<file path="src/rtl/sum_packet_arbiter.sv">
// sum_packet_arbiter: round-robin packet arbiter that feeds one shared Sum accumulator and returns tagged results
module sum_packet_arbiter #(
  parameter int NOF_REQ = 4,
  parameter int NOF_BITS = 32,
  parameter int DONE_TIMEOUT = 8,
  localparam int ID_W = (NOF_REQ > 2) ? $clog2(NOF_REQ) : 1
) (
  input  logic                        clk,
  input  logic                        rst_n,
  input  logic [NOF_REQ-1:0]          req_valid,
  input  logic [NOF_REQ-1:0]          req_first,
  input  logic [NOF_REQ-1:0]          req_last,
  input  logic [NOF_REQ*NOF_BITS-1:0] req_data,
  output logic [NOF_REQ-1:0]          req_ready,
  output logic                        sum_first,
  output logic                        sum_last,
  output logic [NOF_BITS-1:0]         sum_data,
  input  logic                        sum_busy,
  input  logic                        sum_done,
  input  logic [NOF_BITS:0]           sum_result,
  output logic                        res_valid,
  output logic [ID_W-1:0]             res_id,
  output logic [NOF_BITS:0]           res_sum,
  output logic                        err,
  output logic                        ctrl_busy
);
  localparam int CNT_W = $clog2(DONE_TIMEOUT);
  typedef enum logic [1:0] {IDLE, STREAM, WAIT_DONE} state_t;
  state_t state, state_nx;
  logic [ID_W-1:0] grant_id, last_grant, win_id;
  logic [NOF_REQ-1:0] cand;
  logic [CNT_W-1:0] cnt;
  logic win, accept, first_beat, timeout, got_done, err_set, do_grant;
  always_comb begin
    cand = req_valid & req_first;
    win = 1'b0;
    win_id = '0;
    for (int k = 1; k <= NOF_REQ; k++)
      if (!win && cand[(int'(last_grant) + k) % NOF_REQ]) begin
        win = 1'b1;
        win_id = ID_W'((int'(last_grant) + k) % NOF_REQ);
      end
  end
  assign do_grant  = state == IDLE && !sum_busy && win;
  assign accept    = state == STREAM && req_valid[grant_id];
  assign timeout   = cnt == CNT_W'(DONE_TIMEOUT - 1);
  assign got_done  = state == WAIT_DONE && sum_done && !timeout;
  // err is registered one cycle early so it lands on the last WAIT_DONE cycle
  assign err_set   = state == WAIT_DONE && !sum_done && cnt == CNT_W'(DONE_TIMEOUT - 2);
  assign req_ready = state == STREAM ? NOF_REQ'(1) << grant_id : '0;
  assign ctrl_busy = state != IDLE;
  always_comb begin
    state_nx = state;
    case (state)
      IDLE:      state_nx = do_grant ? STREAM : IDLE;
      STREAM:    state_nx = accept && req_last[grant_id] ? WAIT_DONE : STREAM;
      WAIT_DONE: state_nx = timeout || sum_done ? IDLE : WAIT_DONE;
      default:   state_nx = IDLE;
    endcase
  end
  always_ff @(posedge clk or negedge rst_n)
    if (!rst_n) state <= IDLE;
    else state <= state_nx;
  always_ff @(posedge clk or negedge rst_n)
    if (!rst_n) begin
      grant_id   <= '0;
      last_grant <= ID_W'(NOF_REQ - 1);
      first_beat <= 1'b0;
      sum_first  <= 1'b0;
      sum_last   <= 1'b0;
      sum_data   <= '0;
      cnt        <= '0;
      res_valid  <= 1'b0;
      res_id     <= '0;
      res_sum    <= '0;
      err        <= 1'b0;
    end else begin
      if (do_grant) begin
        grant_id   <= win_id;
        last_grant <= win_id;
      end
      first_beat <= do_grant | (first_beat & ~accept);
      sum_data   <= accept ? req_data[grant_id*NOF_BITS +: NOF_BITS] : '0;
      sum_first  <= accept & first_beat;
      sum_last   <= accept & req_last[grant_id];
      cnt        <= state == WAIT_DONE ? cnt + 1'b1 : '0;
      res_valid  <= got_done;
      err        <= err_set;
      if (got_done) res_sum <= sum_result;
      if (got_done || err_set) res_id <= grant_id;
    end
endmodule

</file>
<file path="config.mk">
export PLATFORM = sky130hd
export DESIGN_NAME = sum_packet_arbiter
export DESIGN_NICKNAME = d
export VERILOG_FILES = /design/src/rtl/sum_packet_arbiter.sv
export SDC_FILE = /design/constraint.sdc
export NUM_CORES = 1
export LEC_CHECK = 0
export CORE_MARGIN = 5
export CORE_UTILIZATION = 39
export CTS_CLUSTER_SIZE = 25
export DETAILED_ROUTE_END_ITERATION = 7
export PLACE_DENSITY = 0.86
export SYNTH_ARGS = -nofsm -noshare
export SYNTH_HDL_FRONTEND = slang
export SYNTH_SLANG_ARGS = --single-unit
export TNS_END_PERCENT = 20
</file>
<file path="constraint.sdc">
create_clock -name clk -period 4.9 [get_ports clk]
set_input_delay 1.47 -clock clk [delete_from_list [all_inputs] [get_ports clk]]
set_output_delay 1.47 -clock clk [all_outputs]
set_load 0.03 [all_outputs]
</file>
==> metrics.txt, run 1 <==
outcome complete, no violations; DIE WIDTH ~110 um; CP Depth 3; cell family with most CP delay buffers and inverters; Final Cycle Share 0.763; core area 9770 sq um; Final setup viols 0; pin count of the biggest net entering global routing slightly above 80; n_diodes 0; chip height 110 um; CP required about 3.4 ns; Layout area overhead 72.4%; Hold EP cnt[0]; RSZ-0062 raised after global routing no; final std cells w/o fill 647; Post-Syn Instances between 200 and 300; count of yosys warnings during synthesis 0; arrival time worst endpoint between 2 and 2.5 ns; top cells by area, synth dfrtp_1 51%, mux4_2 18%, mux2_2 10%; CP bufs+invs 2; gpl congestion 0.933; antenna viol nets, final 0; HP Start cnt[0]; reg2reg path depth 4; via count of the routed design between 3000 and 4000; DP Cell Count between 600 and 700; Resized cells post-CTS 0; slew margin rel. 0.339; top-count cell post-synth dfrtp_1; CTS tree built; Iter 0 DRT Violations approximately 150; Rows 36; crit start category register; postcts setup bufs 0; sequential share of the synthesized area 0.519; Pwr Density 551 nW/um^2; endpoints failing hold 0; Synth Net Count around 440; top cell type's share of synthesized area 0.506; Cell Area, Synth 3910 sq um; HP Class register to register; Worst R2R Start grant_id[0]; Crit Reg-Reg Endpoint state[1]; minimum clock period between 3 and 4 ns; WL/cell approximately 20 um; buffers added on ports between 200 and 300; LEAKAGE 2.87 nW; Async SR Flop Fraction 1.00; Final Max Tran Viols 0; fill count 762; Worst-Skew Late Latency between 0.3 and 0.4 ns; maximum clock path buffer count 2; CP max stage delay slightly below 0.7 ns; worst-margin pin slew 0.992 ns; via/cell ratio a little over 5; setup_tns 0 ns; syn_area_per_cell 15.0 sq um; Starting Density 0.400; CTS sink cnt 81; root buffer cell clkbuf_8; FF+latch count, synth a little over 80; dpl hpwl roughly 11000 um; CTS buffer count 9; Layout Nets a little under 700; H-tree levels 3; DR DRC count 0; ys flop type dfrtp_1; # hold bufs at CTS 0; share of cells above drive strength 1 0.189; Yosys top cell by area dfrtp_1; antenna violations before repair 1; top fanout value on the critical path 30; clk slew on worst S/H paths around 0.08 ns; CP endpoint kind output port; Layout Skew 0.0137 ns; crit-path cells buf_4 -> and3_1 -> clkdlybuf4s50_1; Overall Global Routing Usage 0.215; DR pass1 iterations 4; vias in the first global route between 3000 and 4000; peak supply drop about 290 uV; GRT overflow 0; fmax approximately 270 MHz; first-pass GRT wire length about 19000 um; Worst Hold Depth 1; Routed WL ~13000 um; Distinct cells, synth 40; slowest CP cell clkdlybuf4s50_1; I/O pins roughly 250; reg-to-reg slack, setup ~2.4 ns; number of flops mapped to enable cells by yosys 0; CP Class register to output port; Synth top cells by count 79 x dfrtp_1, 35 x and3_1, 35 x mux2_2, 32 x mux4_2, 8 x clkbuf_1; full die area between 10000 and 15000 sq um; max_cap viols 0
cell usage in the layout (no fill, tap or decap), types with 2 or more instances in the layout:
cell	synthesis	routed
nand2_1	5	5
bufinv_16	0	2
and2_1	2	2
dfstp_2	2	2
nor2_1	4	4
clkbuf_8	0	9
mux4_1	2	2
dfrtp_1	79	78
a21oi_1	6	6
mux4_2	32	32
clkdlybuf4s50_1	0	251
and3_1	35	35
a22oi_1	4	4
ha_1	3	3
nand3_1	2	2
or2_2	2	2
nor3_1	5	5
mux2_2	35	35
buf_4	5	5
o21ai_0	2	2
inv_1	4	4
where the power goes:
part | switching [mW] | internal (mW) | total [mW]
combinational | 1.06 | 1.02 | 2.09
sequential | 0.154 | 0.945 | 1.10
clock | 0.234 | 0.289 | 0.523
total | 1.45 | 2.26 | 3.71
per-stage QoR:
step                hold slack (ns)   util  total power, mW  setup WS [ns]  cell area, sq um
global placement              0.443  0.667             3.18           1.55              6520
finish                        0.477  0.689             3.71           1.16              6740
global route                  0.505  0.689             3.91           1.03              6740
CTS                           0.479  0.689             3.76           1.13              6740
floorplan                     0.431      -             2.37           1.93              3910
detailed placement            0.462  0.667             3.23           1.53              6520
registers in the layout, indices dropped and copies added (netlist names), 2 cells and up:
name	flops
sum_data	32
state	2
cnt	3
grant_id	2
last_grant	2
res_id	2
res_sum	33
logic make-up (layout without fill, tap and decap cells):
| group | count (synthesis) | in the layout | synth area share |
|---|---|---|---|
| AO/OA/AOI/OAI | 23 | 23 | 0.0420 |
| adder cells (fa/ha/maj) | 3 | 3 | 0.00961 |
| buffers and inverters | 23 | 276 | 0.0317 |
| flip-flops | 81 | 81 | 0.519 |
| multiplexers | 69 | 69 | 0.299 |
| AND/OR/NAND/NOR | 62 | 62 | 0.0986 |
worst max-delay path by stage:
| stage | from | endpoint | slack (ns) |
|---|---|---|---|
| 2_1_floorplan | grant_id[0] | req_ready[1] | 1.93 |
| 3_3_place_gp | grant_id[1] | req_ready[3] | 1.55 |
| 3_5_place_dp | grant_id[1] | req_ready[3] | 1.53 |
| 4_1_cts | grant_id[1] | req_ready[3] | 1.13 |
| 5_1_grt | grant_id[1] | req_ready[3] | 1.03 |
| 6_report | grant_id[1] | req_ready[3] | 1.16 |
area by class of cell:
cell class | instances | area, sq um | area share
inverters | 4 | 15.0 | 0.00223
clock inverters | 6 | 90.1 | 0.0134
flip-flops and latches | 81 | 2030 | 0.301
multi-input cells | 157 | 1760 | 0.261
clock buffers | 10 | 128 | 0.0189
repair buffers | 256 | 2550 | 0.379
well taps | 133 | 166 | 0.0247
routing by layer:
layer,part of all wire,GRT usage,routed length [um]
met1,0.35,0.230,4550
met2,0.53,0.391,6880
met3,0.094,0.0711,1230
met4,0.026,0.0809,333
met5,0.0014,0,18
Power figures use the tool's default switching activity.
==> inputs of run 2 (changes only) <==
--- a/config.mk
+++ b/config.mk
@@ -6,10 +6,10 @@
 export NUM_CORES = 1
 export LEC_CHECK = 0
 export CORE_MARGIN = 5
-export CORE_UTILIZATION = 39
+export CORE_UTILIZATION = 33
 export CTS_CLUSTER_SIZE = 25
 export DETAILED_ROUTE_END_ITERATION = 7
-export PLACE_DENSITY = 0.86
+export PLACE_DENSITY = 0.77
 export SYNTH_ARGS = -nofsm -noshare
 export SYNTH_HDL_FRONTEND = slang
 export SYNTH_SLANG_ARGS = --single-unit
==> constraint.sdc (replaced) <==
create_clock -name clk -period 3.25 [get_ports clk]
set_input_delay 0.975 -clock clk [delete_from_list [all_inputs] [get_ports clk]]
set_output_delay 0.975 -clock clk [all_outputs]
set_load 0.03 [all_outputs]
==> run 2 against run 1 <==
Count of clock-buffer cells in the layout unchanged. Routed wire length decreased by 1.2%. Die area increased by 16%. Global-route usage decreased by 3.5 points. Critical path depth unchanged. Cell count increased by 2.2%. Largest cell class unchanged.
==> metrics.txt, run 2 (same netlist as run 1, synthesis figures left out) <==
core area 11500 sq um (was 9770 sq um); reg2reg path depth 4 (unchanged); Final Max Tran Viols 0 (unchanged); I/O pins 253 (unchanged); minimum clock period between 2 and 3 ns; CP required 2.27 ns (was 3.43 ns); hold_ws 0.474 ns (was 0.477 ns); commonest non-fill, non-tap cell in the layout clkdlybuf4s50_1 (unchanged); reg-to-reg slack, setup 1.15 ns (was 2.44 ns); Sw Share 0.381 (was 0.392); first-pass GRT wire length 20200 um (was 19100 um); CTS sink cnt 81 (unchanged); Resized cells post-CTS 0 (unchanged); setup_tns 0 ns (unchanged); P_int 3.66 mW (was 2.26 mW); CP Capture Point req_ready[1] (was req_ready[3]); max_cap viols 0 (unchanged); GRT overflow 0 (unchanged); buffers added on ports 252 (unchanged); full die area 14100 sq um (was 12100 sq um); antenna violations before repair 0 (was 1); root buffer cell clkbuf_16 (was clkbuf_8); H-tree levels 3 (unchanged); maximum clock path buffer count 2 (unchanged); CTS tree built (unchanged); RSZ-0062 raised after global routing no (unchanged); Routed WL 12800 um (was 13000 um); CP endpoint kind output port (unchanged); top sig layer met4 (was met5); clk slew on worst S/H paths 0.06 ns (was 0.08 ns); vias in the first global route 3681 (was 3568); most frequent cells in the layout 249 x clkdlybuf4s50_1, 78 x dfrtp_1, 35 x and3_1, 35 x mux2_2, 32 x mux4_2 (was 251 x clkdlybuf4s50_1, 78 x dfrtp_1, 35 x and3_1, 35 x mux2_2, 32 x mux4_2); most flop-heavy register res_sum (unchanged); share of cells above drive strength 1 0.199 (was 0.189); register share of total power 0.278 (was 0.297); Layout Skew 0.00650 ns (was 0.0137 ns); pin count of the biggest net entering global routing 43 (was 82); arrival time worst endpoint 1.92 ns (was 2.27 ns); postcts setup bufs 0 (unchanged); HP Class register to register (unchanged); Comb pwr share 0.540 (was 0.562); worst-margin pin slew 0.663 ns (was 0.992 ns); peak supply drop 443 uV (was 287 uV); Layout area overhead 76.3% (was 72.4%); outcome complete, no violations (unchanged); Rows 39 (was 36); endpoints failing hold 0 (unchanged); Met3 Routed Length 1160 um (was 1230 um); Starting Density 0.339 (was 0.400); chip height 119 um (was 110 um); Overall Global Routing Usage 0.180 (was 0.215); slew margin rel. 0.558 (was 0.339); LEAKAGE 2.94 nW (was 2.87 nW); Final Cycle Share 0.890; crit start category register (unchanged); fmax about 350 MHz; DIE WIDTH 119 um (was 110 um); CP Class register to output port (unchanged); Crit Reg-Reg Endpoint sum_data[5] (was state[1]); top fanout value on the critical path 4 (was 30); n_diodes 0 (unchanged); Iter 0 DRT Violations 106 (was 148); fill count 927 (was 762); Worst-Skew Late Latency 0.33 ns (was 0.34 ns); Largest regs res_sum x33, sum_data x32, cnt x3 (unchanged); WL/cell 19.4 um (was 20.1 um); DR DRC count 0 (unchanged); # hold bufs at CTS 0 (unchanged); M1 wire length 4980 um (was 4550 um); Pwr Density 858 nW/um^2 (was 551 nW/um^2); Layout Nets 693 (was 689); clock share of power 0.182 (was 0.141); Largest register FFs 33 (unchanged); wire length on met2 6470 um (was 6880 um); DR pass1 iterations 4 (unchanged); via/cell ratio 4.96 (was 5.10); via count of the routed design 3280 (was 3302); Worst R2R Start grant_id[0] (unchanged); dpl hpwl 10500 um (was 10700 um); Final setup viols 0 (unchanged); antenna viol nets, final 0 (unchanged); Critical path origin state[1] (was grant_id[1]); CTS buffer count 9 (unchanged); gpl congestion 0.914 (was 0.933); Switching Power 2.25 mW (was 1.45 mW)
run 2: cell count changes in the layout (fill, tap and decap cells not counted):
cell / delta
buf_12: +1
buf_4: +5
clkbuf_16: +9
clkbuf_8: -9
clkdlybuf4s50_1: -2
clkinv_4: -1
inv_6: +1
run 2: critical path: stages (launching register included):
cell             delay [ns]
dfrtp_1                0.43
nand2b_1               0.22
nor3_1                 0.22
clkdlybuf4s50_1        0.73
run 2: worst min-delay path by stage:
stage	start	endpoint	slack, ns	cells after the start
2_1_floorplan	cnt[0]	cnt[0]	0.43	1
3_3_place_gp	cnt[0]	cnt[0]	0.44	1
3_5_place_dp	first_beat	first_beat	0.47	2
4_1_cts	cnt[0]	cnt[0]	0.48	1
5_1_grt	cnt[0]	cnt[0]	0.50	1
6_report	cnt[0]	cnt[0]	0.47	1
run 2: per-layer routing:
metal,up-vias,track usage
met5,-,0
met4,0,0.0413
met3,19,0.0749
met2,174,0.308
met1,1584,0.212
li1,1503,-
run 2: cell type report:
class	instances	area [sq um]	share of cell area
clock buffers	10	229	0.0332
clock inverters	6	90.1	0.0131
inverters	4	15.0	0.00218
multi-input cells	157	1760	0.255
flip-flops and latches	81	2030	0.295
well taps	143	179	0.0260
repair buffers	260	2590	0.376
run 2: power groups by stage:
stage | registers (mW) | logic, mW | clock network, mW
after floorplan | 2.36 | 1.21 | 0
after global placement | 1.64 | 3.18 | 0
after detailed placement | 1.67 | 3.23 | 0
after CTS | 1.65 | 3.23 | 1.11
after global routing | 1.69 | 3.39 | 1.15
final | 1.64 | 3.19 | 1.08
run 2: stage by stage:
stage	utilization	cells	cell area, sq um	power (mW)	setup WS, ns
floorplan	-	261	3910	3.57	0.778
detailed placement	0.570	645	6570	4.89	0.536
global route	0.598	661	6890	6.24	0.229
finish	0.598	661	6890	5.91	0.357
CTS	0.598	661	6890	5.99	0.348
global placement	0.570	645	6570	4.83	0.583
